File: config.mk
export PLATFORM = sky130hd
export DESIGN_NAME = if_fetch_unit
export DESIGN_NICKNAME = d
export VERILOG_FILES = /design/src/rtl/if_fetch_unit_pkg.sv /design/src/rtl/if_skid_buffer.sv /design/src/rtl/if_fetch_unit.sv
export SDC_FILE = /design/constraint.sdc
export NUM_CORES = 1
export LEC_CHECK = 0
export BUFFER_PORTS_ARGS = -buffer_cell sky130_fd_sc_hd__buf_4
export CORE_ASPECT_RATIO = 1.5
export CORE_MARGIN = 2
export CORE_UTILIZATION = 30
export CTS_CLUSTER_DIAMETER = 120
export DETAILED_ROUTE_END_ITERATION = 10
export PLACE_DENSITY = 0.45
export RECOVER_POWER = 50
export SLEW_MARGIN = 5
export SYNTH_ARGS = -nofsm -noshare
export SYNTH_HDL_FRONTEND = slang
export SYNTH_SLANG_ARGS = --single-unit
File: constraint.sdc
create_clock -name clk -period 3 [get_ports clk]
set_clock_uncertainty 0.05 [all_clocks]
set_input_delay 0.15 -clock clk [delete_from_list [all_inputs] [get_ports clk]]
set_output_delay 0.15 -clock clk [all_outputs]
set_load 0.02 [all_outputs]
File: src/rtl/if_fetch_unit_pkg.sv
// Shared types and constants for the instruction-fetch stage.
package if_fetch_unit_pkg;

  typedef enum logic [1:0] {
    FETCH = 2'd0,
    HOLD  = 2'd1,
    DRAIN = 2'd2
  } fetch_state_t;

  localparam logic [31:0] IF_NOP_INSTR = 32'h0000_0000;
  localparam int unsigned IF_PC_STEP   = 4;

endpackage

File: src/rtl/if_skid_buffer.sv
// One-entry {instruction, npc} holding register used while decode is stalled.
module if_skid_buffer (
  input  logic        clk_i,
  input  logic        rst_ni,
  input  logic        load_i,
  input  logic        clear_i,
  input  logic [31:0] instr_i,
  input  logic [31:0] npc_i,
  output logic        full_o,
  output logic [31:0] instr_o,
  output logic [31:0] npc_o
);

  logic        full_q, full_d;
  logic [31:0] instr_q, instr_d;
  logic [31:0] npc_q, npc_d;

  always_comb begin
    full_d  = full_q;
    instr_d = instr_q;
    npc_d   = npc_q;
    if (load_i) begin
      full_d  = 1'b1;
      instr_d = instr_i;
      npc_d   = npc_i;
    end else if (clear_i) begin
      full_d = 1'b0;
    end
  end

  always_ff @(posedge clk_i or negedge rst_ni) begin
    if (!rst_ni) begin
      full_q  <= 1'b0;
      instr_q <= '0;
      npc_q   <= '0;
    end else begin
      full_q  <= full_d;
      instr_q <= instr_d;
      npc_q   <= npc_d;
    end
  end

  assign full_o  = full_q;
  assign instr_o = instr_q;
  assign npc_o   = npc_q;

endmodule

File: src/rtl/if_fetch_unit.sv
// Instruction-fetch stage: PC, imem req/ack handshake, redirect drain and IF/ID register.
module if_fetch_unit
  import if_fetch_unit_pkg::*;
#(
  parameter logic [31:0] RESET_PC  = 32'h0000_0000,
  parameter logic [31:0] NOP_INSTR = IF_NOP_INSTR,
  parameter int unsigned PC_STEP   = IF_PC_STEP
) (
  input  logic        clk,
  input  logic        rst_n,
  input  logic        stall,
  input  logic        redirect_valid,
  input  logic [31:0] redirect_target,
  output logic        imem_req,
  output logic [31:0] imem_addr,
  input  logic        imem_ack,
  input  logic [31:0] imem_rdata,
  output logic [31:0] IFID_instruction,
  output logic [31:0] IFID_NPC,
  output logic        IFID_valid
);

  localparam logic [31:0] PcStep = 32'(PC_STEP);

  fetch_state_t state_q, state_d;
  logic [31:0]  pc_q, pc_d;
  logic [31:0]  tgt_q, tgt_d;
  logic [31:0]  ifid_instr_q, ifid_instr_d;
  logic [31:0]  ifid_npc_q, ifid_npc_d;
  logic         ifid_valid_q, ifid_valid_d;
  logic [31:0]  pc_next;
  logic         skid_load, skid_clear, skid_full;
  logic [31:0]  skid_instr, skid_npc;

  assign pc_next = pc_q + PcStep;

  if_skid_buffer u_skid (
    .clk_i   (clk),
    .rst_ni  (rst_n),
    .load_i  (skid_load),
    .clear_i (skid_clear),
    .instr_i (imem_rdata),
    .npc_i   (pc_next),
    .full_o  (skid_full),
    .instr_o (skid_instr),
    .npc_o   (skid_npc)
  );

  always_comb begin
    state_d      = state_q;
    pc_d         = pc_q;
    tgt_d        = tgt_q;
    ifid_instr_d = ifid_instr_q;
    ifid_npc_d   = ifid_npc_q;
    ifid_valid_d = ifid_valid_q;
    skid_load    = 1'b0;
    skid_clear   = 1'b0;
    unique case (state_q)
      FETCH: begin
        if (redirect_valid) begin
          ifid_valid_d = 1'b0;
          ifid_instr_d = NOP_INSTR;
          if (imem_ack) begin
            pc_d = redirect_target;
          end else begin
            // Request is still owed a response; wait for it before refetching.
            tgt_d   = redirect_target;
            state_d = DRAIN;
          end
        end else if (imem_ack) begin
          pc_d = pc_next;
          if (stall) begin
            skid_load = 1'b1;
            state_d   = HOLD;
          end else begin
            ifid_instr_d = imem_rdata;
            ifid_npc_d   = pc_next;
            ifid_valid_d = 1'b1;
          end
        end else if (!stall) begin
          ifid_valid_d = 1'b0;
          ifid_instr_d = NOP_INSTR;
        end
      end
      HOLD: begin
        if (redirect_valid) begin
          skid_clear   = 1'b1;
          pc_d         = redirect_target;
          ifid_valid_d = 1'b0;
          ifid_instr_d = NOP_INSTR;
          state_d      = FETCH;
        end else if (!stall) begin
          skid_clear   = 1'b1;
          ifid_instr_d = skid_instr;
          ifid_npc_d   = skid_npc;
          ifid_valid_d = skid_full;
          state_d      = FETCH;
        end
      end
      DRAIN: begin
        if (redirect_valid) begin
          tgt_d = redirect_target;
        end
        if (imem_ack) begin
          pc_d    = redirect_valid ? redirect_target : tgt_q;
          state_d = FETCH;
        end
        ifid_valid_d = 1'b0;
        ifid_instr_d = NOP_INSTR;
      end
      default: state_d = FETCH;
    endcase
  end

  always_ff @(posedge clk or negedge rst_n) begin
    if (!rst_n) begin
      state_q      <= FETCH;
      pc_q         <= RESET_PC;
      tgt_q        <= '0;
      ifid_instr_q <= NOP_INSTR;
      ifid_npc_q   <= '0;
      ifid_valid_q <= 1'b0;
    end else begin
      state_q      <= state_d;
      pc_q         <= pc_d;
      tgt_q        <= tgt_d;
      ifid_instr_q <= ifid_instr_d;
      ifid_npc_q   <= ifid_npc_d;
      ifid_valid_q <= ifid_valid_d;
    end
  end

  assign imem_req         = rst_n && ((state_q == FETCH) || (state_q == DRAIN));
  assign imem_addr        = pc_q;
  assign IFID_instruction = ifid_instr_q;
  assign IFID_NPC         = ifid_npc_q;
  assign IFID_valid       = ifid_valid_q;

endmodule

==> parameters.txt <==
Parameter                              Value

Status
  Outcome    complete, but fails checks
  Violations in the final reports    max-capacitance violations, max-slew violations

Flow run
  Maximum capacitance violations    1

STA
  Number of hold violations in the final report    0
  RSZ-0062 raised after global routing    no
  Endpoints failing setup    0
  Worst Tran Pin Value    1.50 ns
  Post-route clock period utilization    85.1%
  F_max    0.392 GHz
  Worst max-slew margin expressed relative to the limit    -0.282%
  Min Clock Period, post-route    2.55 ns
  Aggregate negative setup slack    0 ns
  Count of final max-slew check failures    56

Setup path
  Levels on crit path    6
  Cell class contributing the biggest share of worst-path delay    simple AND/OR/NAND/NOR gates
  Critical Setup Path Class    register to register
  Biggest fanout along the worst timing path    9
  Required time reported for the critical path endpoint    3.29 ns
  Critical path's largest stage delay    0.59 ns
  Logic depth of the worst register-to-register path    6
  Worst path bufs/invs    0
  CP arrival    2.84 ns
  Cells along the critical path    ha_1 > nand4_1 > or3_1 > nor3_2 > mux2i_1 > nand3_1
  Cell with the biggest individual delay on the critical path    sky130_fd_sc_hd__or3_1
  Endpoint type of the worst setup path    register
  Worst setup SP type    register

Die
  Vertical die dimension    223 um
  Initial standard-cell utilization of the core    30.3%
  Horizontal extent of the die    150 um
  Row Count    80
  Core Area    31,600 sq um
  Area of the die    33,400 sq um
  Boundary pin count    167

Finish
  Final net count    1,239
  Synth-to-Final Area Change    27.8%
  Number of cells in the finished layout apart from fillers    1,585
  Share of cells above drive strength 1    19.2%
  Commonest cells after routing, fill and taps aside    sky130_fd_sc_hd__dfrtp_1, sky130_fd_sc_hd__nand2_1, sky130_fd_sc_hd__clkbuf_1, sky130_fd_sc_hd__buf_4, sky130_fd_sc_hd__a21oi_1
  Ant diodes    0
  Post-route core utilization    38.8%
  Area used by multi-input combinational logic    4320 sq um
  Sequential cell area    4900 sq um
  Most common library cell in the layout ignoring fill and taps    sky130_fd_sc_hd__dfrtp_1
  Number of filler cells placed in the layout    3,300

Drt
  Drc violations    0
  Total routed wirelength    30,300 um
  DR vias    8,095
  Pre-Repair DR Iteration Count    5
  Mean routed wirelength per cell    19.1 um
  Detailed-routed wire length on met2    15,700 um
  Violation count after the first detailed-route iteration    443
  Met3 wirelength from detailed routing    1330 um
  Number of nets still failing antenna checks after routing    0
  Vias per cell    5.11
  M1 wire length    12,600 um
  Uppermost layer routed    met4

Clock tree
  Clock buffers created by TritonCTS    17
  Clock latency of the later-clocked register in the worst-skew pair    0.46 ns
  TritonCTS clock tree    built
  Maximum number of buffers from clock root to sink    2
  Post-CTS Repair Setup Buffers    0
  CTS clk-pin slew, worst paths    0.07 ns
  CTS Sinks    196
  H-tree level count    4
  Clock root buffer master    sky130_fd_sc_hd__clkbuf_16

Placement
  Post-detailed-placement half-perimeter wirelength    21,200 um
  Count of buffers from port buffering    166
  Placer's final routability congestion estimate    0.861
  # placed instances    1,491

Logic synthesis
  Synthesized instance count    962
  Mapped Nets    1,036
  Synthesized area    9590 sq um
  Mean Syn Cell Area    9.97 sq um
  Number of enable flip-flop cells after synthesis    0
  Number of warnings issued by yosys    0
  Number of unique standard cell types used by synthesis    55
  Ys flop type    sky130_fd_sc_hd__dfrtp_1
  Number of synthesized register bits    196
  Share of the yosys chip area belonging to registers    51.1%
  Async SR Flop Fraction    100%

Power
  Power Total    0.0131 W
  Cell leakage power    5.16 nW
  Power density over the cells    1070 nW/um^2
  IR drop worst, VDD    0.000541 V

GRT
  Initial antenna violation count    0
  Number of global-route vias before repair    8,035
  Total Routing Usage GR    18.6%
  Pin count of the biggest net entering global routing    69
  Overflow left after global routing    0
  Global-route wire length before repair    47,800 um

Hold path
  Path category of the worst min-delay check    input pin to register
  Cell depth of the worst min-delay path    3
layer usage:
layer	track usage, %	up-vias
met1	23.2	4030
met4	6.42	0
met3	3.97	31
met5	0	-
met2	31.7	171
li1	-	3863
power breakdown:
| part | total, W | switching, W | internal, W |
|---|---|---|---|
| registers | 0.00488 | 0.000958 | 0.00392 |
| clock network | 0.00250 | 0.00105 | 0.00145 |
| logic | 0.00574 | 0.00355 | 0.00219 |
cell type report:
class / count / share of cell area (%)
sequential: 196 / 40.0
multi-input combinational: 666 / 35.3
timing repair buffer: 262 / 14.8
tap: 410 / 4.19
clock buffer: 21 / 3.84
clock inverter: 8 / 1.24
inverter: 22 / 0.674
final timing paths:
path	endpoint	slack, ns	start
max	IFID_NPC[26]	0.45	imem_addr[2]
min	u_skid.full_o	0.05	stall
max reg2reg	IFID_NPC[26]	0.45	imem_addr[2]
min reg2reg	u_skid.npc_o[18]	0.43	u_skid.npc_o[18]
max in group asynchronous	IFID_NPC[17]	0.81	rst_n
min in group asynchronous	IFID_NPC[4]	0.19	rst_n
state kept, by name, summed over array words and instances, names as in the netlist:
name              count
IFID_NPC             32
IFID_instruction     32
IFID_valid            1
imem_addr            32
state_q               2
tgt_q                32
u_skid.full_o         1
u_skid.instr_o       32
u_skid.npc_o         32
through the flow:
step | hold slack (ns) | setup slack [ns] | cell area [sq um]
global placement | 0.159 | 0.513 | 11400
floorplan | -0.196 | 0.653 | 9590
detailed placement | 0.155 | 0.461 | 11400
finish | 0.0463 | 0.448 | 12300
CTS | 0.0245 | 0.453 | 12600
global route | 0.0469 | 0.337 | 12300
tightest hold or removal path, cell delays in order:
cell                       delay, ns
sky130_fd_sc_hd__buf_4          0.13
sky130_fd_sc_hd__nand2b_1       0.12
sky130_fd_sc_hd__a22oi_1        0.10
logic make-up (layout without fill, tap and decap cells):
kind of cell,Yosys count,after routing,synth area share [%]
simple gates,262,262,12.6
compound gates,284,284,18.7
flops,196,196,51.1
xor+xnor,21,21,1.92
mux,94,94,10.9
buf+inv,100,313,4.11
fa+ha+maj,5,5,0.652
cell usage after synthesis, drive strengths merged, types with 3 or more instances:
cell     instances  area [sq um]
mux2            81           912
a2bb2oi         12           105
or3              7          43.8
xor2             6          52.6
a21oi           89           445
mux2i           13           130
and3             3          18.8
nor2b            4          25.0
nand4            9          56.3
nand2          102           383
dfrtp          196          4900
nor4            10          68.8
clkbuf          61           230
a21o             9          67.6
a22oi           37           278
o21ai           67           335
o31ai           11          82.6
xnor2           15           131
nor2            59           221
a221oi          13           114
nand3           28           145
nor3            23           120
ha               5          62.6
o211ai          13           103
o31a             8          70.1
a211oi           4          30.0
nand2b           3          18.8
or4              3          30.0
o22ai            4          25.0
or2              3          18.8
inv             22          82.6
buf             17          81.3
and2             4          25.0
a31oi            6          37.5
what timing repair did:
item,CTS,global route
hold endpoints to repair,162,0
hold buffers,65,0
resized for setup,0,0
setup endpoints to repair,0,0
(Power assumes the default switching activity.)
